<file path="config.mk">
export PLATFORM = sky130hd
export DESIGN_NAME = song_reader_flat
export DESIGN_NICKNAME = d
export VERILOG_FILES = /design/src/rtl/song_reader_pkg.sv /design/src/rtl/song_reader_if.sv /design/src/rtl/song_reader_dffre.sv /design/src/rtl/song_reader.sv /design/src/flat_wrapper.sv
export SDC_FILE = /design/constraint.sdc
export NUM_CORES = 1
export LEC_CHECK = 0
export ABC_AREA = 1
export CORE_ASPECT_RATIO = 1.4
export CORE_MARGIN = 10
export CORE_UTILIZATION = 45
export DETAILED_ROUTE_END_ITERATION = 8
export GPL_ROUTABILITY_DRIVEN = 0
export HOLD_SLACK_MARGIN = 0.15
export PLACE_DENSITY = 0.79
export SYNTH_ARGS = -nofsm -noshare
export SYNTH_HDL_FRONTEND = slang
export SYNTH_HIERARCHICAL = 1
export SYNTH_SLANG_ARGS = --single-unit
export TNS_END_PERCENT = 50
</file>
<file path="constraint.sdc">
create_clock -name clk -period 1.9 [get_ports clk]
set_input_delay 0.38 -clock clk [delete_from_list [all_inputs] [get_ports clk]]
set_output_delay 0.38 -clock clk [all_outputs]
set_load 0.005 [all_outputs]
</file>
<file path="src/rtl/song_reader_pkg.sv">
`default_nettype none
// +------------------------------------------------------------------+
// | song_reader_pkg                                                  |
// | Shared types and default widths for the song reader block.       |
// | Revision: 1.0                                                    |
// +------------------------------------------------------------------+
package song_reader_pkg;

  // Default field widths (16 songs x 32 notes, 6-bit note and duration)
  localparam int SONG_W_DEF  = 4;
  localparam int IDX_W_DEF   = 5;
  localparam int NOTE_W_DEF  = 6;
  localparam int DUR_W_DEF   = 6;
  localparam int ROM_LAT_DEF = 1;

  // A duration field of this value marks the end of a song
  localparam int END_MARKER = 0;

  localparam int STATE_W = 3;

  typedef enum logic [STATE_W-1:0] {
    ST_IDLE      = 3'd0,
    ST_FETCH     = 3'd1,
    ST_WAIT_ROM  = 3'd2,
    ST_ISSUE     = 3'd3,
    ST_WAIT_DONE = 3'd4,
    ST_END       = 3'd5
  } state_t;

endpackage
`default_nettype wire

</file>
<file path="src/rtl/song_reader_if.sv">
`default_nettype none
// +------------------------------------------------------------------+
// | song_reader_if                                                   |
// | MCU control, song ROM port and note-player handshake bundle.     |
// | slave = song_reader side, master = surrounding system.           |
// | Revision: 1.0                                                    |
// +------------------------------------------------------------------+
interface song_reader_if
  import song_reader_pkg::*;
#(
  parameter int SONG_W = SONG_W_DEF,
  parameter int IDX_W  = IDX_W_DEF,
  parameter int NOTE_W = NOTE_W_DEF,
  parameter int DUR_W  = DUR_W_DEF
);

  logic                     play;
  logic                     reset_player;
  logic [SONG_W-1:0]        song;
  logic                     note_done;
  logic [SONG_W+IDX_W-1:0]  rom_addr;
  logic [NOTE_W+DUR_W-1:0]  rom_data;
  logic [NOTE_W-1:0]        note;
  logic [DUR_W-1:0]         duration;
  logic                     new_note;
  logic                     song_done;

  modport slave (
    input  play, reset_player, song, note_done, rom_data,
    output rom_addr, note, duration, new_note, song_done
  );

  modport master (
    output play, reset_player, song, note_done, rom_data,
    input  rom_addr, note, duration, new_note, song_done
  );

endinterface
`default_nettype wire

</file>
<file path="src/rtl/song_reader_dffre.sv">
`default_nettype none
// +------------------------------------------------------------------+
// | song_reader_dffre                                                |
// | Flop with async reset, synchronous clear and load enable.        |
// | Both reset and clear return the flop to zero.                    |
// | Revision: 1.0                                                    |
// +------------------------------------------------------------------+
module song_reader_dffre #(
  parameter int WIDTH = 1
) (
  input  logic             clk,
  input  logic             reset,
  input  logic             clr,
  input  logic             en,
  input  logic [WIDTH-1:0] d,
  output logic [WIDTH-1:0] q
);

  // Async reset dominates, then sync clear, then enabled load
  always_ff @(posedge clk or posedge reset) begin
    if (reset) begin
      q <= '0;
    end else if (clr) begin
      q <= '0;
    end else if (en) begin
      q <= d;
    end
  end

endmodule
`default_nettype wire

</file>
<file path="src/rtl/song_reader.sv">
`default_nettype none
// +------------------------------------------------------------------+
// | song_reader                                                      |
// | Walks the selected song in an external synchronous ROM and hands |
// | each note to the note player, flagging song_done at the end.     |
// | Revision: 1.0                                                    |
// +------------------------------------------------------------------+
module song_reader
  import song_reader_pkg::*;
#(
  parameter int SONG_W  = SONG_W_DEF,
  parameter int IDX_W   = IDX_W_DEF,
  parameter int NOTE_W  = NOTE_W_DEF,
  parameter int DUR_W   = DUR_W_DEF,
  parameter int ROM_LAT = ROM_LAT_DEF
) (
  input  logic         clk,
  input  logic         reset,
  song_reader_if.slave bus
);

  localparam int LAT_W = $clog2(ROM_LAT + 1);

  state_t               state;
  state_t               state_nxt;
  logic [STATE_W-1:0]   state_bits;

  logic [IDX_W-1:0]     note_idx;
  logic [IDX_W-1:0]     note_idx_d;
  logic                 note_idx_en;

  logic [SONG_W-1:0]    song_q;
  logic                 song_en;

  logic [LAT_W-1:0]     lat_cnt;
  logic [LAT_W-1:0]     lat_cnt_d;
  logic                 lat_cnt_en;

  // Set when play dropped during a ROM read; the read is then re-issued
  logic                 refetch;
  logic                 refetch_d;
  logic                 refetch_en;

  logic [NOTE_W-1:0]    note_q;
  logic [DUR_W-1:0]     duration_q;
  logic                 capture;
  logic                 new_note_c;

  logic [NOTE_W-1:0]    rom_note;
  logic [DUR_W-1:0]     rom_dur;

  assign rom_note = bus.rom_data[NOTE_W+DUR_W-1:DUR_W];
  assign rom_dur  = bus.rom_data[DUR_W-1:0];

  // ---------------- state and datapath registers ----------------
  song_reader_dffre #(.WIDTH(STATE_W)) u_state (
    .clk(clk), .reset(reset), .clr(bus.reset_player), .en(1'b1),
    .d(state_nxt), .q(state_bits)
  );
  assign state = state_t'(state_bits);

  song_reader_dffre #(.WIDTH(IDX_W)) u_note_idx (
    .clk(clk), .reset(reset), .clr(bus.reset_player), .en(note_idx_en),
    .d(note_idx_d), .q(note_idx)
  );

  song_reader_dffre #(.WIDTH(SONG_W)) u_song_q (
    .clk(clk), .reset(reset), .clr(bus.reset_player), .en(song_en),
    .d(bus.song), .q(song_q)
  );

  song_reader_dffre #(.WIDTH(LAT_W)) u_lat_cnt (
    .clk(clk), .reset(reset), .clr(bus.reset_player), .en(lat_cnt_en),
    .d(lat_cnt_d), .q(lat_cnt)
  );

  song_reader_dffre #(.WIDTH(1)) u_refetch (
    .clk(clk), .reset(reset), .clr(bus.reset_player), .en(refetch_en),
    .d(refetch_d), .q(refetch)
  );

  song_reader_dffre #(.WIDTH(NOTE_W)) u_note (
    .clk(clk), .reset(reset), .clr(bus.reset_player), .en(capture),
    .d(rom_note), .q(note_q)
  );

  song_reader_dffre #(.WIDTH(DUR_W)) u_duration (
    .clk(clk), .reset(reset), .clr(bus.reset_player), .en(capture),
    .d(rom_dur), .q(duration_q)
  );

  // Next-state and register-load decode; play=0 freezes FETCH/WAIT_ROM/ISSUE
  always_comb begin
    state_nxt   = state;
    note_idx_en = 1'b0;
    note_idx_d  = note_idx + 1'b1;
    song_en     = 1'b0;
    lat_cnt_en  = 1'b0;
    lat_cnt_d   = lat_cnt - 1'b1;
    refetch_en  = 1'b0;
    refetch_d   = refetch;
    capture     = 1'b0;
    new_note_c  = 1'b0;

    case (state)
      ST_IDLE: begin
        if (bus.play) begin
          song_en     = 1'b1;
          note_idx_en = 1'b1;
          note_idx_d  = '0;
          state_nxt   = ST_FETCH;
        end
      end

      ST_FETCH: begin
        if (bus.play) begin
          lat_cnt_en = 1'b1;
          lat_cnt_d  = LAT_W'(ROM_LAT);
          refetch_en = 1'b1;
          refetch_d  = 1'b0;
          state_nxt  = ST_WAIT_ROM;
        end
      end

      ST_WAIT_ROM: begin
        if (!bus.play) begin
          refetch_en = 1'b1;
          refetch_d  = 1'b1;
        end else if (refetch) begin
          state_nxt = ST_FETCH;
        end else if (lat_cnt <= LAT_W'(1)) begin
          // Counter reaches zero on this edge: ROM word is valid now
          if (rom_dur == DUR_W'(END_MARKER)) begin
            state_nxt = ST_END;
          end else begin
            capture   = 1'b1;
            state_nxt = ST_ISSUE;
          end
        end else begin
          lat_cnt_en = 1'b1;
        end
      end

      ST_ISSUE: begin
        if (bus.play) begin
          new_note_c = ~bus.reset_player;
          state_nxt  = ST_WAIT_DONE;
        end
      end

      ST_WAIT_DONE: begin
        if (bus.note_done) begin
          if (note_idx == {IDX_W{1'b1}}) begin
            state_nxt = ST_END;
          end else begin
            note_idx_en = 1'b1;
            state_nxt   = ST_FETCH;
          end
        end
      end

      ST_END: begin
        state_nxt = ST_END;
      end

      default: begin
        state_nxt = ST_IDLE;
      end
    endcase
  end

  assign bus.rom_addr  = {song_q, note_idx};
  assign bus.note      = note_q;
  assign bus.duration  = duration_q;
  assign bus.new_note  = new_note_c;
  assign bus.song_done = (state == ST_END);

endmodule
`default_nettype wire

</file>
<file path="src/flat_wrapper.sv">
// flat-port wrapper written by rule: the top's interface ports become plain ports
module song_reader_flat import song_reader_pkg::*;
#(
  parameter int SONG_W  = SONG_W_DEF,
  parameter int IDX_W   = IDX_W_DEF,
  parameter int NOTE_W  = NOTE_W_DEF,
  parameter int DUR_W   = DUR_W_DEF,
  parameter int ROM_LAT = ROM_LAT_DEF
)
  (clk, reset, bus_play, bus_reset_player, bus_song, bus_note_done, bus_rom_data, bus_rom_addr, bus_note, bus_duration, bus_new_note, bus_song_done);
  song_reader_if #(.SONG_W(SONG_W), .IDX_W(IDX_W), .NOTE_W(NOTE_W), .DUR_W(DUR_W)) bus_i ();
  input  logic clk;
  input  logic reset;
  input wire logic [$bits(bus_i.play)-1:0] bus_play;
  input wire logic [$bits(bus_i.reset_player)-1:0] bus_reset_player;
  input wire logic [$bits(bus_i.song)-1:0] bus_song;
  input wire logic [$bits(bus_i.note_done)-1:0] bus_note_done;
  input wire logic [$bits(bus_i.rom_data)-1:0] bus_rom_data;
  output wire logic [$bits(bus_i.rom_addr)-1:0] bus_rom_addr;
  output wire logic [$bits(bus_i.note)-1:0] bus_note;
  output wire logic [$bits(bus_i.duration)-1:0] bus_duration;
  output wire logic [$bits(bus_i.new_note)-1:0] bus_new_note;
  output wire logic [$bits(bus_i.song_done)-1:0] bus_song_done;
  assign bus_i.play = bus_play;
  assign bus_i.reset_player = bus_reset_player;
  assign bus_i.song = bus_song;
  assign bus_i.note_done = bus_note_done;
  assign bus_i.rom_data = bus_rom_data;
  assign bus_rom_addr = bus_i.rom_addr;
  assign bus_note = bus_i.note;
  assign bus_duration = bus_i.duration;
  assign bus_new_note = bus_i.new_note;
  assign bus_song_done = bus_i.song_done;
  song_reader #(.SONG_W(SONG_W), .IDX_W(IDX_W), .NOTE_W(NOTE_W), .DUR_W(DUR_W), .ROM_LAT(ROM_LAT)) u_core (.clk(clk), .reset(reset), .bus(bus_i));
endmodule
</file>
==> run_results.csv <==
group,metric,value,unit
outcome,status,"finished clean",
final_layout,drive_gt1_share,8.26,%
placement,post-dp-hpwl,2.74,mm
critical_path,end_kind,"primary output",
critical_path,worstPathMaxFanout,5,
die,core,0.00288,sq mm
die,io_pins,44,
final_layout,nets,266,
critical_path,crit_chain,"inv_2 > nand3_1 > inv_1 > clkdlybuf4s50_1",
detailed_routing,wl_per_cell,11.9,um
sta,fmax,0.547,GHz
cts,cts_num_sinks,25,
synth,ys_seq_area_share,46.6,%
global_routing,track_usage,12.4,%
global_routing,grt_max_degree,16,
synth,yosys-top-cells-count,"nand2_1 (67), nand3_1 (31), inv_1 (26)",
detailed_routing,via_per_inst,4.73,
critical_path,crit_slowest_cell,"clkdlybuf4s50_1",
placement,dpl_cell_area,0.00187,sq mm
sta,setup_ws,0.0709,ns
final_layout,final_area,0.00194,sq mm
global_routing,antenna_found_initial,0,
global_routing,grt_pass1_vias,1341,
synth,synth_flop_cell,"dfrtp_1",
cts,cts_buffers,3,
sta,report.final.slew_viol_count,0,
global_routing,grt_pass1_wl,5.68,mm
cts,clockRootBuffer,"clkbuf_8",
critical_path,critical_path.startpoint_type,"flop",
power,p_leak,1.05,nW
detailed_routing,drc,0,
placement,io_buffers,43,
placement,place_inst,273,
cts,cts_hold_buffers,0,
cts,htreeDepth,1,
detailed_routing,vias,1319,
synth,synth.most_common_cell,"nand2_1",
detailed_routing,finalWirelength,3.33,mm
synth,syn_avg_cell_area,7.21,sq um
synth,yosysUniqueCellTypes,13,
synth,postSynth.asyncResetShare,100,%
die,die_h,84.6,um
die,rows,23,
detailed_routing,ant_nets,0,
critical_path,arrival,1.45,ns
die,die-area,0.00560,sq mm
die,start_util,46.6,%
synth,synth-edff-count,0,
power,peakVddDrop,0.000327,V
placement,dp_worst_setup_slack,-0.0964,ns
final_layout,n_antenna_cell,0,
sta,skew,0.00479,ns
synth,synth.cell_area,0.00134,sq mm
cts,clk_pin_slew,0.09,ns
synth,yosys.area.top_type,"dfrtp_1",
worst_hold_path,hold_class,"in -> async",
global_routing,grt_overflow,0,
cts,clock_path_buffers,2,
cts,clock_latency,0.28,ns
synth,ys_ff_latch,25,
synth,synth.area.top_cells,"dfrtp_1 (47%), nand2_1 (19%), nand3_1 (12%)",
flow_run,maxCapViolCount,0,
final_layout,fin_cells,279,
final_layout,area_growth_syn_to_layout,44.3,%
sta,finalHoldViolCount,0,
sta,timing.final.crit_share,96.3,%
sta,rsz0062_at_grt,"false",
power,power_density,556,mW/mm^2
detailed_routing,first_iter_violations,20,
cts,cts_tree,"done",
critical_path,cp.required,1.52,ns
synth,netlist_instances,186,
die,die_w,66.1,um
detailed_routing,drt_pass1_iterations,4,
synth,yosysWarnings,6,
sta,setup_viol,0,
sta,fin_crit,1.83,ns
synth,synth_top_area_share,46.6,%
critical_path,cpPeakStageDelay,0.50,ns
sta,timing.hold.ws,0.395,ns
critical_path,worstSetupPathType,"reg -> out",
[kinds of logic after synthesis]
family	Yosys count	synth area share, %
and+or+nand+nor	127	41.9
buffers and inverters	26	7.28
DFF	25	46.6
other	1	0.280
AOI/OAI and AO/OA	5	2.05
adders and majority gates	2	1.87
[cell type report]
cell class / instances / area (sq um)
sequential: 25 / 627
fill: 267 / 942
clock inverter: 1 / 7.51
timing repair buffer: 49 / 487
tap: 37 / 46.3
multi-input combinational: 138 / 629
clock buffer: 3 / 41.3
inverter: 26 / 97.6
[final timing paths]
check,slack (ns),startpoint,cells after the start,end
min in group clk,0.48,u_core/u_duration/q[2],2,u_core/u_duration/q[2]
max,0.07,u_core/u_state/q[1],4,bus_song_done
max in group asynchronous,1.21,reset,2,u_core/u_duration/q[4]
min reg2reg,0.48,u_core/u_duration/q[2],2,u_core/u_duration/q[2]
min,0.40,reset,2,u_core/u_refetch/q
max reg2reg,0.20,u_core/u_note_idx/q[0],11,u_core/u_note_idx/q[0]
[report_power, final]
| group | internal [W] | leakage (nW) | switching [W] |
|---|---|---|---|
| sequential | 0.000546 | 0.344 | 0.0000106 |
| combinational | 0.0000945 | 0.686 | 0.0000961 |
| clock | 0.000149 | 0.0217 | 0.000179 |
| total | 0.000790 | 1.05 | 0.000286 |
[registers in the layout, summed over array words and instances (netlist names)]
register	cells
u_core/u_note/q	6
u_core/u_note_idx/q	5
u_core/u_state/q	3
u_core/u_refetch/q	1
u_core/u_song_q/q	4
u_core/u_duration/q	6
[placed cells by master (no fill, tap or decap), types with 3 or more instances in the layout]
cell type,synthesis,routed
clkdlybuf4s50_1,0,42
clkbuf_8,0,3
dfrtp_1,25,24
nand2_1,67,67
nor2_4,4,4
nand3_1,31,31
o21ai_0,3,3
conb_1,1,4
buf_4,0,5
nor2_1,21,21
inv_1,26,25
[per-layer routing]
metal	GRT usage, %	wire length, um
met5	0	0
met2	23.3	1770
met1	12.0	1310
met4	5.93	50
met3	2.66	188
[through the flow]
stage | setup TNS, ns | total power [W] | utilization, %
floorplan | 0 | 0.000651 | -
global placement | -0.0779 | 0.000752 | 65.0
finish | 0 | 0.00108 | 67.3
detailed placement | -0.0964 | 0.000756 | 65.0
CTS | 0 | 0.00109 | 67.0
global route | 0 | 0.00113 | 67.3
[critical path: cells and delay by family (launching register included)]
kind                   cells  cell delay (ns)
buffers and inverters      3             0.64
flip-flops                 1             0.44
AND/OR/NAND/NOR            1             0.10
[timing repair]
item,CTS,global route
gates cloned,0,0
setup buffers,1,1
setup endpoints to repair,1,1
resized for setup,1,2
(Power assumes the default switching activity.)
